## src/rtl/axis_pkt_source.sv

```systemverilog
// rtl/axis_pkt_source.sv - byte FIFO packetizer driving an AXI-Stream master with periodic or flushed tlast
// tlast is stored alongside each byte at write time, so the head beat stays stable under backpressure.
module axis_pkt_source #(
  parameter int DEPTH   = 16,
  parameter int PKT_LEN = 4
) (
  input  logic                   aclk,
  input  logic                   areset,
  input  logic                   wr_en,
  input  logic [7:0]             wr_data,
  input  logic                   wr_flush,
  output logic                   full,
  output logic                   overflow,
  output logic [$clog2(DEPTH):0] level,
  output logic [7:0]             m_tdata,
  output logic                   m_tvalid,
  output logic                   m_tlast,
  input  logic                   m_tready,
  output logic [15:0]            pkt_count
);
  localparam int AW = $clog2(DEPTH);
  localparam int LW = AW + 1;
  localparam logic [7:0] BEAT_MAX = 8'(PKT_LEN - 1);

  logic [8:0]    mem_q [DEPTH];
  logic [AW-1:0] wr_ptr_q, wr_ptr_d;
  logic [AW-1:0] rd_ptr_q, rd_ptr_d;
  logic [LW-1:0] level_q, level_d;
  logic [7:0]    wr_beat_q, wr_beat_d;
  logic [15:0]   pkt_count_q, pkt_count_d;
  logic          overflow_q, overflow_d;
  logic          wr_acc, rd_xfer, wr_last;
  logic [8:0]    head;

  always_comb begin
    head        = mem_q[rd_ptr_q];
    full        = (level_q == LW'(DEPTH));
    m_tvalid    = (level_q != '0);
    wr_acc      = wr_en & ~full;
    rd_xfer     = m_tvalid & m_tready;
    wr_last     = (wr_beat_q == BEAT_MAX) | wr_flush;

    wr_ptr_d    = wr_ptr_q;
    rd_ptr_d    = rd_ptr_q;
    level_d     = level_q;
    wr_beat_d   = wr_beat_q;
    pkt_count_d = pkt_count_q;
    overflow_d  = overflow_q;

    // Dropped writes leave the beat counter alone so packet boundaries are not shifted.
    if (wr_acc) begin
      wr_ptr_d  = wr_ptr_q + AW'(1);
      wr_beat_d = wr_last ? 8'd0 : wr_beat_q + 8'd1;
    end
    if (wr_en && full) begin
      overflow_d = 1'b1;
    end
    if (rd_xfer) begin
      rd_ptr_d = rd_ptr_q + AW'(1);
      if (head[8]) begin
        pkt_count_d = pkt_count_q + 16'd1;
      end
    end

    case ({wr_acc, rd_xfer})
      2'b10:   level_d = level_q + LW'(1);
      2'b01:   level_d = level_q - LW'(1);
      default: level_d = level_q;
    endcase
  end

  always_ff @(posedge aclk) begin
    if (areset) begin
      wr_ptr_q    <= '0;
      rd_ptr_q    <= '0;
      level_q     <= '0;
      wr_beat_q   <= '0;
      pkt_count_q <= '0;
      overflow_q  <= 1'b0;
    end else begin
      wr_ptr_q    <= wr_ptr_d;
      rd_ptr_q    <= rd_ptr_d;
      level_q     <= level_d;
      wr_beat_q   <= wr_beat_d;
      pkt_count_q <= pkt_count_d;
      overflow_q  <= overflow_d;
    end
  end

  always_ff @(posedge aclk) begin
    if (!areset && wr_acc) begin
      mem_q[wr_ptr_q] <= {wr_last, wr_data};
    end
  end

  assign level     = level_q;
  assign overflow  = overflow_q;
  assign pkt_count = pkt_count_q;
  assign m_tdata   = m_tvalid ? head[7:0] : 8'd0;
  assign m_tlast   = m_tvalid ? head[8] : 1'b0;

endmodule

```

## config.mk

```make
export PLATFORM = sky130hd
export DESIGN_NAME = axis_pkt_source
export DESIGN_NICKNAME = d
export VERILOG_FILES = /design/src/rtl/axis_pkt_source.sv
export SDC_FILE = /design/constraint.sdc
export NUM_CORES = 1
export LEC_CHECK = 0
export BUFFER_PORTS_ARGS = -buffer_cell sky130_fd_sc_hd__buf_2
export CAP_MARGIN = 20
export CORE_UTILIZATION = 30
export CTS_CLUSTER_SIZE = 28
export DETAILED_ROUTE_END_ITERATION = 12
export PLACE_DENSITY_LB_ADDON = 0.3
export REMOVE_ABC_BUFFERS = 1
export SLEW_MARGIN = 10
export SYNTH_ARGS = -nofsm -noshare
export SYNTH_HDL_FRONTEND = slang
export SYNTH_SLANG_ARGS = --single-unit
```

## constraint.sdc

```tcl
create_clock -name aclk -period 8 [get_ports aclk]
set_input_delay 0.4 -clock aclk [delete_from_list [all_inputs] [get_ports aclk]]
set_output_delay 0.4 -clock aclk [all_outputs]
set_load 0.03 [all_outputs]
```

==> metrics.cfg <==
[status]
status=finished, final reports clean

[cells_and_area]
final_nets=571
stdcell_count=890
diodes=0
final_layout_size_suffix_gt1_frac=0.255
syn_to_final_growth_pct=16.0

[route]
final_antenna_net_count=0
drt_iter0_drc=404
post-route-drc-count=0
drt_wl_total_um=16400
vias=4404
via_per_inst=4.95
drt-pass1-iter-count=5
wl_per_cell_um=18.5

[grt]
grt_pass1_wl_um=25100
grt_overflow=0
grt.total_usage=0.129
grt_max_degree=44
antenna_found_initial=1
grt_pass1_vias=4429

[yosys]
synthAdderAreaFrac=0.0178
synthCells=489
synth.area.mux_share=0.137
synth-edff-count=144
synth.area.top_cells=edfxtp_1 (56%), mux4_2 (12%), dfxtp_1 (11%)
ys_seq_area_frac=0.670
synth-simple-area-share=0.0954
synth_area_mm2=0.00771
yosysMostFrequentCell=edfxtp_1
synthDistinctLibCells=50
synthArstFlopShare=0
synth_common_cells=edfxtp_1 (144), dfxtp_1 (42), mux4_2 (42), nor2_1 (41)
synth_xor_area_frac=0.0159
synth_top_family_by_area=multiplexers
synthFlopType=edfxtp_1
synth.top_cell.area_share=0.561
synth_compound_area_frac=0.0462
synth_largest_area_cell=edfxtp_1
synth-seq-cells=186
avgSynthCellArea_um2=15.8
yosys_warnings=0

[sta]
hold_violations=0
rsz0062_at_grt=false
final.setup_skew_ns=0.00839
fin_crit_sh=0.441
setup_viol=0
period_minus_slack_ns=3.52
maxSlewViolCount=0
setup_tns_ns=0
fin_hold_ws_ns=0.222
relSlewSlack=0.358
max_freq_ghz=0.284
tightest_slew_ns=0.961

[floorplan]
die_height_um=162
die_w_um=162
num_io_pins=46
core_area_mm2=0.0252
start_util=0.306
core.rowCount=58
die_area_mm2=0.0264

[pwr]
power.density_mw_per_mm2=286
leakage_nw=2.92
ir_worst_vdd_v=0.000141

[place]
hpwl_um=10200
place_inst=858
place_congestion=0.775
portBuffers=45

[clock_network]
clk_pin_slew_ns=0.06
cts_setup_buffers=0
ctsHoldBuffers=0
cts_tree=built
numCtsBuffers=17
cts.sinks=186
clock-root-buffer=clkbuf_16
clock_latency_ns=0.43
cts_resized=0
htree_levels=4
clk_path_buf_depth=2

[critical_path]
path_max_fanout=26
critical_path_class=register to primary output
worstSetupEndpointType=primary output
crit_slowest_cell=dfxtp_1
crit_path_start_kind=register
crit_chain=mux4_2 > mux2_2 > a32oi_4 > nor2_1 > buf_2
crit_arrival_ns=3.12
rr_worst_depth=11
r2r_slack_ns=4.68
regToRegStartpoint=level[1]
required_ns=7.60
critPathMaxStageDelay_ns=0.95
reg2reg_to=level[4]

[min_path]
worstHoldStart=wr_en
hold_end=overflow
hold_depth=3
hp-class=primary input to register

[job]
drv_cap=0

## registers in the layout, indices dropped and copies added (netlist names), named ones only
signal     cells
mem_q        144
pkt_count     16
wr_beat_q      8
level          5
rd_ptr_q       4
wr_ptr_q       4
overflow       1
## how the worst max path moves through the flow
| stage | cells after the start | to | start |
|---|---|---|---|
| final | 5 | m_tlast | register |
| after global routing | 5 | m_tlast | register |
| after detailed placement | 11 | level[4] | level[1] |
| after floorplan | 11 | level[4] | level[1] |
| after global placement | 11 | level[4] | level[1] |
| after CTS | 5 | m_tlast | register |
## layer usage
layer | up-vias | global-route usage | routed length [um]
met3 | 26 | 0.0288 | 445
met5 | - | 0 | 17
met2 | 67 | 0.216 | 8340
met4 | 2 | 0.0553 | 341
met1 | 2285 | 0.161 | 7290
li1 | 2024 | - | -
## kinds of logic (layout without fill, tap and decap cells)
logic type,count (synthesis),count (layout)
flops,186,186
simple gates,141,141
compound gates,53,53
mux,52,52
buf+inv,32,103
xor+xnor,14,14
fa+ha+maj,11,11
## layout make-up
class | count | area, um^2
clock buffer | 18 | 429
clock inverter | 14 | 138
fill | 2357 | 16200
inverter | 9 | 33.8
multi-input combinational | 271 | 2410
sequential | 186 | 5170
tap | 330 | 413
timing repair buffer | 62 | 357
## cell usage in the layout (no fill, tap or decap), types with 3 or more instances in the layout
cell type  count
xnor2_1        4
mux4_2        42
inv_6          4
xor2_1        10
nor2_1        41
inv_1          8
nor3_1        10
o21ai_0        9
clkbuf_16     17
o31ai_1        5
nand2b_1       4
nand3_1        6
a21oi_1       22
edfxtp_1     144
clkinv_1       3
dfxtp_1       41
nand4_1       10
or3_1          8
mux2i_1        6
and3_1         5
ha_1          11
nor4_1         3
buf_4         16
and4_1         3
buf_2         45
nor2b_1       14
or4_1          6
nand2_1       22
## power breakdown
part	internal, mW	switching [mW]
clock	0.436	0.373
sequential	1.07	0.0348
combinational	0.250	0.390
## worst max-delay path, delay by kind of cell (launching register included)
| kind | cells | cell delay [ns] |
|---|---|---|
| DFF | 1 | 0.95 |
| buffers and inverters | 1 | 0.21 |
| muxes | 2 | 0.90 |
| AOI/OAI and AO/OA | 1 | 0.57 |
| and+or+nand+nor | 1 | 0.07 |
## through the flow
stage / cell area, um^2 / setup WS (ns) / power, mW / utilization
detailed placement: 8380 / 4.69 / 1.78 / 0.333
global placement: 8370 / 4.80 / 1.77 / 0.332
floorplan: 7610 / 4.48 / 1.58 / -
global route: 8940 / 4.20 / 2.66 / 0.355
finish: 8940 / 4.48 / 2.55 / 0.355
CTS: 8940 / 4.37 / 2.59 / 0.355
Power figures use the tool's default switching activity.
